## config.mk

```make
export PLATFORM = sky130hd
export DESIGN_NAME = func_sched_flat
export DESIGN_NICKNAME = d
export VERILOG_FILES = /design/src/rtl/func_pkg.sv /design/src/rtl/func_sched_if.sv /design/src/rtl/func_sched_fifo.sv /design/src/rtl/func_sched.sv /design/src/flat_wrapper.sv
export SDC_FILE = /design/constraint.sdc
export NUM_CORES = 1
export LEC_CHECK = 0
export BUFFER_PORTS_ARGS = -buffer_cell sky130_fd_sc_hd__buf_2
export CAP_MARGIN = 10
export CORE_MARGIN = 5
export CORE_UTILIZATION = 40
export DETAILED_ROUTE_END_ITERATION = 12
export SYNTH_ARGS = -nofsm -noshare
export SYNTH_HDL_FRONTEND = slang
export SYNTH_SLANG_ARGS = --single-unit
```

## constraint.sdc

```tcl
create_clock -name clk_i -period 3.1 [get_ports clk_i]
set_clock_uncertainty 0.05 [all_clocks]
set_input_delay 0.31 -clock clk_i [delete_from_list [all_inputs] [get_ports clk_i]]
set_output_delay 0.31 -clock clk_i [all_outputs]
set_load 0.1 [all_outputs]
```

## src/rtl/func_pkg.sv

```systemverilog
// func_pkg: shared types and constants for the func issue stage.
package func_pkg;

    localparam int OP_W = 8;
    localparam int Y_W  = 24;

    localparam logic [Y_W-1:0] Y_TIMEOUT = 24'hFFFFFF;

    typedef enum logic [2:0] {
        IDLE,
        CLR,
        START,
        WAIT_BUSY,
        WAIT_DONE,
        HOLD
    } state_t;

    typedef struct packed {
        logic [OP_W-1:0] a;
        logic [OP_W-1:0] b;
    } op_t;

endpackage

```

## src/rtl/func_sched_if.sv

```systemverilog
// func_sched_if: operand, result and func-side signals of the issue stage.
interface func_sched_if #(
    parameter int DEPTH = 4
);
    import func_pkg::*;

    logic                  op_valid_i;
    logic                  op_ready_o;
    logic [OP_W-1:0]       op_a_i;
    logic [OP_W-1:0]       op_b_i;
    logic                  func_rst_o;
    logic                  func_start_o;
    logic [OP_W-1:0]       func_a_o;
    logic [OP_W-1:0]       func_b_o;
    logic                  func_busy_i;
    logic [Y_W-1:0]        func_y_i;
    logic                  res_valid_o;
    logic                  res_ready_i;
    logic [Y_W-1:0]        res_y_o;
    logic [OP_W-1:0]       res_a_o;
    logic [OP_W-1:0]       res_b_o;
    logic                  err_o;
    logic [$clog2(DEPTH):0] level_o;

    modport master (
        input  op_valid_i, op_a_i, op_b_i,
        input  func_busy_i, func_y_i, res_ready_i,
        output op_ready_o, func_rst_o, func_start_o,
        output func_a_o, func_b_o,
        output res_valid_o, res_y_o, res_a_o, res_b_o,
        output err_o, level_o
    );

    modport slave (
        output op_valid_i, op_a_i, op_b_i,
        output func_busy_i, func_y_i, res_ready_i,
        input  op_ready_o, func_rst_o, func_start_o,
        input  func_a_o, func_b_o,
        input  res_valid_o, res_y_o, res_a_o, res_b_o,
        input  err_o, level_o
    );

endinterface

```

## src/rtl/func_sched_fifo.sv

```systemverilog
// func_sched_fifo: DEPTH-entry synchronous FIFO with occupancy output.
module func_sched_fifo #(
    parameter int DEPTH = 4,
    parameter int W     = 16
) (
    input  logic                   clk_i,
    input  logic                   rst_i,
    input  logic                   i_push,
    input  logic                   i_pop,
    input  logic [W-1:0]           i_din,
    output logic [W-1:0]           o_dout,
    output logic                   o_full,
    output logic                   o_empty,
    output logic [$clog2(DEPTH):0] o_level
);
    localparam int AW = $clog2(DEPTH);

    logic [W-1:0]  r_mem [DEPTH];
    logic [AW-1:0] r_wr;
    logic [AW-1:0] r_rd;
    logic [AW:0]   r_lvl;

    always_ff @(posedge clk_i) begin
        if (i_push) r_mem[r_wr] <= i_din;
    end

    // Power-of-two depth lets the pointers wrap on overflow.
    always_ff @(posedge clk_i or negedge rst_i) begin
        if (!rst_i) begin
            r_wr  <= '0;
            r_rd  <= '0;
            r_lvl <= '0;
        end else begin
            if (i_push) r_wr <= r_wr + 1'b1;
            if (i_pop)  r_rd <= r_rd + 1'b1;
            unique case ({i_push, i_pop})
                2'b10:   r_lvl <= r_lvl + 1'b1;
                2'b01:   r_lvl <= r_lvl - 1'b1;
                default: r_lvl <= r_lvl;
            endcase
        end
    end

    assign o_dout  = r_mem[r_rd];
    assign o_full  = (r_lvl == (AW+1)'(DEPTH));
    assign o_empty = (r_lvl == '0);
    assign o_level = r_lvl;

endmodule

```

## src/rtl/func_sched.sv

```systemverilog
// func_sched: issue stage for the cube-plus-isqrt unit func.
// Buffers operand pairs, runs one at a time through func, holds the result.
module func_sched
    import func_pkg::*;
#(
    parameter int DEPTH   = 4,
    parameter int TIMEOUT = 16
) (
    input  logic         clk_i,
    input  logic         rst_i,
    func_sched_if.master bus
);
    localparam int LW = $clog2(DEPTH) + 1;
    localparam int CW = $clog2(TIMEOUT + 1);

    state_t          r_state, w_nxt;
    logic            r_frst, w_frst;
    logic            r_fstart, w_fstart;
    logic [OP_W-1:0] r_fa, w_fa;
    logic [OP_W-1:0] r_fb, w_fb;
    logic [OP_W-1:0] r_ra, w_ra;
    logic [OP_W-1:0] r_rb, w_rb;
    logic [Y_W-1:0]  r_y, w_y;
    logic            r_valid, w_valid;
    logic            r_err, w_err;
    logic [CW-1:0]   r_cnt, w_cnt;

    logic            w_push;
    logic            w_pop;
    logic            w_ready;
    logic            w_full;
    logic            w_empty;
    op_t             w_din;
    op_t             w_head;
    logic [LW-1:0]   w_level;

    assign w_din.a = bus.op_a_i;
    assign w_din.b = bus.op_b_i;

    // A full FIFO still accepts when the head leaves in the same cycle.
    assign w_ready = rst_i & (~w_full | w_pop);
    assign w_push  = bus.op_valid_i & w_ready;

    func_sched_fifo #(
        .DEPTH (DEPTH),
        .W     ($bits(op_t))
    ) u_fifo (
        .clk_i   (clk_i),
        .rst_i   (rst_i),
        .i_push  (w_push),
        .i_pop   (w_pop),
        .i_din   (w_din),
        .o_dout  (w_head),
        .o_full  (w_full),
        .o_empty (w_empty),
        .o_level (w_level)
    );

    always_comb begin
        w_nxt    = r_state;
        w_pop    = 1'b0;
        w_frst   = 1'b0;
        w_fstart = 1'b0;
        w_fa     = r_fa;
        w_fb     = r_fb;
        w_ra     = r_ra;
        w_rb     = r_rb;
        w_y      = r_y;
        w_valid  = r_valid;
        w_err    = r_err;
        w_cnt    = r_cnt;
        unique case (r_state)
            IDLE: begin
                if (!w_empty) begin
                    w_pop  = 1'b1;
                    w_frst = 1'b1;
                    w_fa   = w_head.a;
                    w_fb   = w_head.b;
                    w_nxt  = CLR;
                end
            end
            CLR: begin
                w_fstart = 1'b1;
                w_nxt    = START;
            end
            START: begin
                w_cnt = '0;
                w_nxt = WAIT_BUSY;
            end
            WAIT_BUSY: begin
                if (bus.func_busy_i) begin
                    w_nxt = WAIT_DONE;
                end else if (r_cnt == CW'(TIMEOUT - 1)) begin
                    w_err   = 1'b1;
                    w_y     = Y_TIMEOUT;
                    w_ra    = r_fa;
                    w_rb    = r_fb;
                    w_valid = 1'b1;
                    w_nxt   = HOLD;
                end else begin
                    w_cnt = r_cnt + 1'b1;
                end
            end
            WAIT_DONE: begin
                if (!bus.func_busy_i) begin
                    w_y     = bus.func_y_i;
                    w_ra    = r_fa;
                    w_rb    = r_fb;
                    w_valid = 1'b1;
                    w_nxt   = HOLD;
                end
            end
            HOLD: begin
                if (bus.res_ready_i) begin
                    w_valid = 1'b0;
                    w_nxt   = IDLE;
                end
            end
            default: w_nxt = IDLE;
        endcase
    end

    always_ff @(posedge clk_i or negedge rst_i) begin
        if (!rst_i) begin
            r_state  <= IDLE;
            r_frst   <= 1'b0;
            r_fstart <= 1'b0;
            r_fa     <= '0;
            r_fb     <= '0;
            r_ra     <= '0;
            r_rb     <= '0;
            r_y      <= '0;
            r_valid  <= 1'b0;
            r_err    <= 1'b0;
            r_cnt    <= '0;
        end else begin
            r_state  <= w_nxt;
            r_frst   <= w_frst;
            r_fstart <= w_fstart;
            r_fa     <= w_fa;
            r_fb     <= w_fb;
            r_ra     <= w_ra;
            r_rb     <= w_rb;
            r_y      <= w_y;
            r_valid  <= w_valid;
            r_err    <= w_err;
            r_cnt    <= w_cnt;
        end
    end

    assign bus.op_ready_o   = w_ready;
    assign bus.func_rst_o   = r_frst;
    assign bus.func_start_o = r_fstart;
    assign bus.func_a_o     = r_fa;
    assign bus.func_b_o     = r_fb;
    assign bus.res_valid_o  = r_valid;
    assign bus.res_y_o      = r_y;
    assign bus.res_a_o      = r_ra;
    assign bus.res_b_o      = r_rb;
    assign bus.err_o        = r_err;
    assign bus.level_o      = w_level;

endmodule
```

## src/flat_wrapper.sv

```systemverilog
// flat-port wrapper written by rule: the top's interface ports become plain ports
module func_sched_flat import func_pkg::*;
#(
    parameter int DEPTH   = 4,
    parameter int TIMEOUT = 16
)
  (clk_i, rst_i, bus_op_valid_i, bus_op_a_i, bus_op_b_i, bus_func_busy_i, bus_func_y_i, bus_res_ready_i, bus_op_ready_o, bus_func_rst_o, bus_func_start_o, bus_func_a_o, bus_func_b_o, bus_res_valid_o, bus_res_y_o, bus_res_a_o, bus_res_b_o, bus_err_o, bus_level_o);
  func_sched_if #(.DEPTH(DEPTH)) bus_i ();
  input  logic clk_i;
  input  logic rst_i;
  input wire logic [$bits(bus_i.op_valid_i)-1:0] bus_op_valid_i;
  input wire logic [$bits(bus_i.op_a_i)-1:0] bus_op_a_i;
  input wire logic [$bits(bus_i.op_b_i)-1:0] bus_op_b_i;
  input wire logic [$bits(bus_i.func_busy_i)-1:0] bus_func_busy_i;
  input wire logic [$bits(bus_i.func_y_i)-1:0] bus_func_y_i;
  input wire logic [$bits(bus_i.res_ready_i)-1:0] bus_res_ready_i;
  output wire logic [$bits(bus_i.op_ready_o)-1:0] bus_op_ready_o;
  output wire logic [$bits(bus_i.func_rst_o)-1:0] bus_func_rst_o;
  output wire logic [$bits(bus_i.func_start_o)-1:0] bus_func_start_o;
  output wire logic [$bits(bus_i.func_a_o)-1:0] bus_func_a_o;
  output wire logic [$bits(bus_i.func_b_o)-1:0] bus_func_b_o;
  output wire logic [$bits(bus_i.res_valid_o)-1:0] bus_res_valid_o;
  output wire logic [$bits(bus_i.res_y_o)-1:0] bus_res_y_o;
  output wire logic [$bits(bus_i.res_a_o)-1:0] bus_res_a_o;
  output wire logic [$bits(bus_i.res_b_o)-1:0] bus_res_b_o;
  output wire logic [$bits(bus_i.err_o)-1:0] bus_err_o;
  output wire logic [$bits(bus_i.level_o)-1:0] bus_level_o;
  assign bus_i.op_valid_i = bus_op_valid_i;
  assign bus_i.op_a_i = bus_op_a_i;
  assign bus_i.op_b_i = bus_op_b_i;
  assign bus_i.func_busy_i = bus_func_busy_i;
  assign bus_i.func_y_i = bus_func_y_i;
  assign bus_i.res_ready_i = bus_res_ready_i;
  assign bus_op_ready_o = bus_i.op_ready_o;
  assign bus_func_rst_o = bus_i.func_rst_o;
  assign bus_func_start_o = bus_i.func_start_o;
  assign bus_func_a_o = bus_i.func_a_o;
  assign bus_func_b_o = bus_i.func_b_o;
  assign bus_res_valid_o = bus_i.res_valid_o;
  assign bus_res_y_o = bus_i.res_y_o;
  assign bus_res_a_o = bus_i.res_a_o;
  assign bus_res_b_o = bus_i.res_b_o;
  assign bus_err_o = bus_i.err_o;
  assign bus_level_o = bus_i.level_o;
  func_sched #(.DEPTH(DEPTH), .TIMEOUT(TIMEOUT)) u_core (.clk_i(clk_i), .rst_i(rst_i), .bus(bus_i));
endmodule
```

Yosys cells after proc, flatten, opt, wreduce, memory -nomap -nowiden
Memories as Yosys holds them, arrays and structs flattened. A register that Yosys moved wholly into a read port is not among the register bits.
Cells that the tools add are included.
- add/sub/neg operators: 5
- equal/unequal tests: 16
- mux-type cells: 32
- bitwise operators: 6
- reduce and logical (&&, ||, !) cells: 13
- operator list (kind ; number):
    $mux W24 ; 3
    $mux W8 ; 6
    $pmux W24 S2 ; 1
    $pmux W8 S2 ; 2
    $pmux W3 S6 ; 1
    $mux W3 ; 5
    $mux W5 ; 2
    $ne A2 B2 Y1 const B ; 5
    $pmux W5 S2 ; 1
    $eq A3 B3 Y1 const B ; 3
    $mux W1 ; 9
    $reduce_and A4 Y1 ; 2
    $eq A3 B2 Y1 const B ; 2
    $logic_not A3 Y1 ; 2
    $pmux W3 S2 ; 1
    $reduce_and A3 Y1 ; 2
    $reduce_bool A2 Y1 ; 3
    $add A5 B1 Y5 const B ; 1
    $eq A5 B4 Y1 const B ; 1
    $reduce_and A5 Y1 ; 1
    $add A2 B1 Y2 const B ; 2
    $add A3 B1 Y3 const B ; 1
    $eq A3 B1 Y1 const B ; 1
    $ne A3 B2 Y1 const B ; 1
    other kinds (11) ; 14
- bits in registers: 59
- bits in writable memories: 64
- input port bits: 45
- output and inout port bits: 64
- word-level logic and storage cells: 85
- memories: 1
- memory list (memory ; depth ; width ; rd ports ; clocked after memory_dff ; wr ports ; line ; source):
    u_core.u_fifo.r_mem ; 4 ; 16 ; 1 ; 1 ; 1 ; func_sched_fifo.sv:18 ; logic [W-1:0] r_mem [DEPTH];

Longest topological paths before layout
- depth after elaboration: 8
- gate-level depth with buffers: 10
- mapped depth without buffers: 9

Hierarchy
A second synthesis with hierarchy kept.
- cells, all modules: 320
- area total of the unflattened synthesis: 5496.5 µm²
- modules (own cells, without submodules) (module ; times used ; cells an instance ; area an instance (µm²) ; sequential area each (µm²)):
    func_sched ; 1 ; 199 ; 2748.9 ; 1701.6
    func_sched_fifo ; 1 ; 121 ; 2747.6 ; 2097.0

Worst setup path before layout
No wires, ideal clock.
- kind: flip-flop to output port
- from: register u_core.u_fifo.r_lvl[0], in the netlist u_core.u_fifo.o_level[0]
- to: output bus_op_ready_o
- arrival time: 2.883 ns
- data required time: 2.740 ns
- slack: -0.143 ns
- stages on the path, launching flop included: 3
- buffers on the path: 0
- cell sequence: dfrtp_1 -> nor2_1 -> a31oi_1
- cells in the longest elaborated chain, start to end: 5
- elaborated cells on any way between the ends: 7
- classes of those cells: 1 x eq/ne; 2 x mux; 3 x bitwise; 1 x reduce/logical
- RTL lines (element ; line ; source):
    start: declaration ; func_sched_fifo.sv:21 ; logic [AW:0] r_lvl;
    start signal: assignment ; func_sched_fifo.sv:37 ; 2'b10: r_lvl <= r_lvl + 1'b1;
    start signal: assignment ; func_sched_fifo.sv:38 ; 2'b01: r_lvl <= r_lvl - 1'b1;
    start signal: assignment ; func_sched_fifo.sv:39 ; default: r_lvl <= r_lvl;
    $logic_not A3 Y1 ; func_sched_fifo.sv:46 ; assign o_empty = (r_lvl == '0);
    $mux W1 ; func_sched.sv:74 ; if (!w_empty) begin
    $mux W1 ; func_sched.sv:72 ; unique case (r_state)
    $or A1 B1 Y1 * ; func_sched.sv:41 ; assign w_ready = rst_i & (~w_full | w_pop);
    $and A1 B1 Y1 * ; func_sched.sv:41 ;
    end: declaration ; flat_wrapper.sv:17 ; output wire logic [$bits(bus_i.op_ready_o)-1:0] bus_op_ready_o;
Every way passes the cells marked *; elsewhere a longest branch is shown, timed or not.

Worst setup path after layout
- from: register u_core.r_state[0]
- to: output bus_op_ready_o
- cells in the longest elaborated chain, start to end: 4
- RTL lines (element ; line ; source):
    start: declaration ; func_sched.sv:16 ; state_t r_state, w_nxt;
    start signal: assignment ; func_sched.sv:137 ; r_state <= w_nxt;
    $logic_not A3 Y1 ; func_sched.sv:72 ;
    $mux W1 ; func_sched.sv:72 ;
    $or A1 B1 Y1 ; func_sched.sv:41 ;
    $and A1 B1 Y1 ; func_sched.sv:41 ;
No other way between the ends.

==> reports/results.md <==
| Item | Reported |
| --- | --- |
| Max-slew violation count | 0 |
| Final total negative setup slack | 0 ns |
| Min-Delay Path Class | input pin to register |
| Resized cells post-CTS | 0 |
| Standard cell area after detailed placement | 6230 um^2 |
| Clock tree from TritonCTS | built |
| Arrival @ worst endpoint | 2.11 ns |
| EDFF count, synth | 64 |
| Critical path fanouts, max | 16 |
| Layout overhead on the synthesized area | 23.5% |
| Post-CTS clock slew at the launch and capture registers of the worst setup and hold paths | 0.06 ns |
| Number of nets in the layout | 483 |
| Time the worst path needs with I/O delays and setup | 2.47 ns |
| Largest buffer count on any clock path | 2 |
| Tightest hold margin | 0.0559 ns |
| Hold-fix buffers at CTS | 0 |
| I/O pin count | 109 |
| # H-tree levels | 4 |
| Footprint of the flip-flops and latches | 3800 um^2 |
| Final instance area | 6840 um^2 |
| Cell type with the largest total area after synthesis | sky130_fd_sc_hd__edfxtp_1 |
| Total setup buffers inserted after CTS | 0 |
| Count of input and output buffers | 108 |
| Max-slew headroom at the worst pin | 0.363 |
| Count of nets left with antenna violations after detail routing | 0 |
| HPWL after detailed placement | 7030 um |
| Max Cap Violations | 0 |
| Avg Vias per Cell | 4.90 |
| Global-route wire length before repair | 16400 um |
| Number of detailed-route iterations in the first pass | 4 |
| DRC violations left | 0 |
| Number of fill cells | 1184 |
| Net count of the mapped netlist | 364 |
| Part of the cycle the worst path needs | 0.797 |
| Global Route Usage Sum | 0.134 |
| Number of global-route vias before repair | 3158 |
| Critical path data required time | 2.74 ns |
| Syn. warnings | 0 |
| Row count | 43 |
| Count of routing violations after the opening detailed-route iteration | 173 |
| Endpoint kind of the worst setup timing path | primary output |
| Fraction of registers with async set/reset | 0.540 |
| Most area-consuming cells after synthesis | sky130_fd_sc_hd__edfxtp_1 (35%), sky130_fd_sc_hd__dfrtp_1 (34%), sky130_fd_sc_hd__mux2_2 (6.5%), sky130_fd_sc_hd__mux4_1 (5.7%), sky130_fd_sc_hd__o22a_1 (3.8%) |
| Buffer type at the clock tree root | sky130_fd_sc_hd__clkbuf_16 |
| Flops & latches, synth | 139 |
| Final Hold Viols | 0 |
| Netlist Area Pre-Place | 5530 um^2 |
| Type of the worst setup path | register to primary output |
| Instance count of the mapped netlist | 311 |
| Tightest Pin Transition | 0.956 ns |
| Final cell utilization of the core | 0.498 |
| Highest achievable clock rate | 405 MHz |
| Area fraction of the dominant cell type after synthesis | 0.347 |
| Number of different library cells in the post-synthesis netlist | 46 |
| Portion of the post-synthesis area used by sequential elements | 0.686 |
| Die area | 16300 um^2 |
| Multi-input gate area in the final layout | 1560 um^2 |
| Kind of start point of the critical path | register |
| Average instance area after synthesis | 17.8 um^2 |
| Diodes inserted | 0 |
| Total number of vias | 3055 |
| Unrepaired setup endpoints after global routing | no |
| Largest net degree at the start of global routing | 76 |
| Fraction of layout cells with a size suffix above 1 | 0.427 |
| Mean routed wirelength per cell | 16.8 um |
| Weighted congestion reported at the end of routability-driven placement | 0.774 |
| Number of buffers inserted during clock tree synthesis | 17 |
| Sink Count | 139 |
| Starting density of the core | 0.403 |
| Core area | 13700 um^2 |
| Number of antenna violations at the first check in global routing | 0 |
| Setup violators final | 0 |
| DIE WIDTH | 128 um |
| Detailed-route wire length | 10500 um |
| Most instantiated flip-flop cell in the synthesis netlist | sky130_fd_sc_hd__dfrtp_1 |
| Overflow after GRT | 0 |
| Worst-skew pair later-pin latency | 0.41 ns |
| Die Y | 128 um |
| Status | completed |
sequential cells by signal, summed over array words and instances (netlist names), 2 cells and up:
name	cells
u_core.bus.res_y_o	24
u_core.u_fifo.r_rd	2
u_core.bus.res_a_o	8
u_core.u_fifo.o_level	3
u_core.r_cnt	5
u_core.r_state	3
u_core.u_fifo.r_mem	64
u_core.u_fifo.r_wr	2
u_core.bus.res_b_o	8
u_core.bus.func_a_o	8
u_core.bus.func_b_o	8
through the flow:
step	worst slack, ns	cells
2_1_floorplan	0.103	311
3_3_place_gp	0.817	591
3_5_place_dp	0.737	591
4_1_cts	0.604	623
5_1_grt	0.523	623
6_report	0.630	623
kinds of logic after synthesis:
family                     synth area share
DFF                                   0.686
muxes                                 0.144
AOI/OAI and AO/OA                    0.0690
and+or+nand+nor                      0.0391
buffers and inverters                0.0326
adders and majority gates            0.0194
xor gates and xnor gates            0.00950
final cells by class:
cell class / instances / share of cell area
multi-input combinational: 147 / 0.228
tap: 180 / 0.0329
inverter: 9 / 0.00494
sequential: 139 / 0.556
timing repair buffer: 116 / 0.0901
clock inverter: 15 / 0.0256
clock buffer: 17 / 0.0622
synth_stat cells (all sizes together) (2+ instances only):
master    n
xnor2     2
buf      10
nor2      4
edfxtp   64
a2bb2oi   2
nor2b     2
a21oi     2
nand2    10
dfrtp    75
o21bai    2
and2      5
ha        7
mux2i     2
a31oi     3
or3b      2
nor3      3
mux2     33
xor2      4
inv       9
mux4     16
o21ai     7
clkbuf    6
or3       2
o22a     24
metal layers:
| metal | routed length (um) | share of wire | GRT usage |
|---|---|---|---|
| met5 | 0 | 0 | 0 |
| met4 | 217 | 0.021 | 0.0730 |
| met3 | 603 | 0.057 | 0.0414 |
| met2 | 5280 | 0.50 | 0.221 |
| met1 | 4390 | 0.42 | 0.157 |
worst max-delay path, cell delays in order (launching register included):
cell,delay (ns)
sky130_fd_sc_hd__dfrtp_1,0.55
sky130_fd_sc_hd__or3_1,0.45
sky130_fd_sc_hd__a31oi_2,0.23
sky130_fd_sc_hd__buf_2,0.46
path summary, 6_finish.rpt:
check / from / endpoint / slack [ns] / depth (start not counted)
worst min-delay path: bus_func_y_i[16] / u_core.bus.res_y_o[16] / 0.06 / 2
worst min register to register: u_core.bus.res_valid_o / u_core.bus.res_valid_o / 0.43 / 1
min in group asynchronous: rst_i / u_core.r_state[0] / 0.10 / 2
max in group asynchronous: rst_i / u_core.bus.res_b_o[3] / 2.26 / 2
worst max-delay path: u_core.r_state[0] / bus_op_ready_o / 0.63 / 3
worst max register to register: u_core.r_state[0] / u_core.u_fifo.o_level[2] / 0.71 / 9
layout by cell type (no fill, tap or decap), types with 7 or more instances in the layout:
cell / netlist / layout
sky130_fd_sc_hd__buf_2: 3 / 107
sky130_fd_sc_hd__dfrtp_1: 75 / 75
sky130_fd_sc_hd__edfxtp_1: 64 / 64
sky130_fd_sc_hd__mux2_2: 32 / 32
sky130_fd_sc_hd__o22a_1: 24 / 24
sky130_fd_sc_hd__clkbuf_16: 0 / 17
sky130_fd_sc_hd__mux4_1: 12 / 12
sky130_fd_sc_hd__nand2_1: 10 / 10
sky130_fd_sc_hd__inv_1: 9 / 9
sky130_fd_sc_hd__buf_4: 0 / 8
sky130_fd_sc_hd__o21ai_0: 7 / 7
sky130_fd_sc_hd__ha_1: 7 / 7
Power is not shown: default switching activity piles up to over one toggle a cycle in this logic, so the estimate is an artifact.
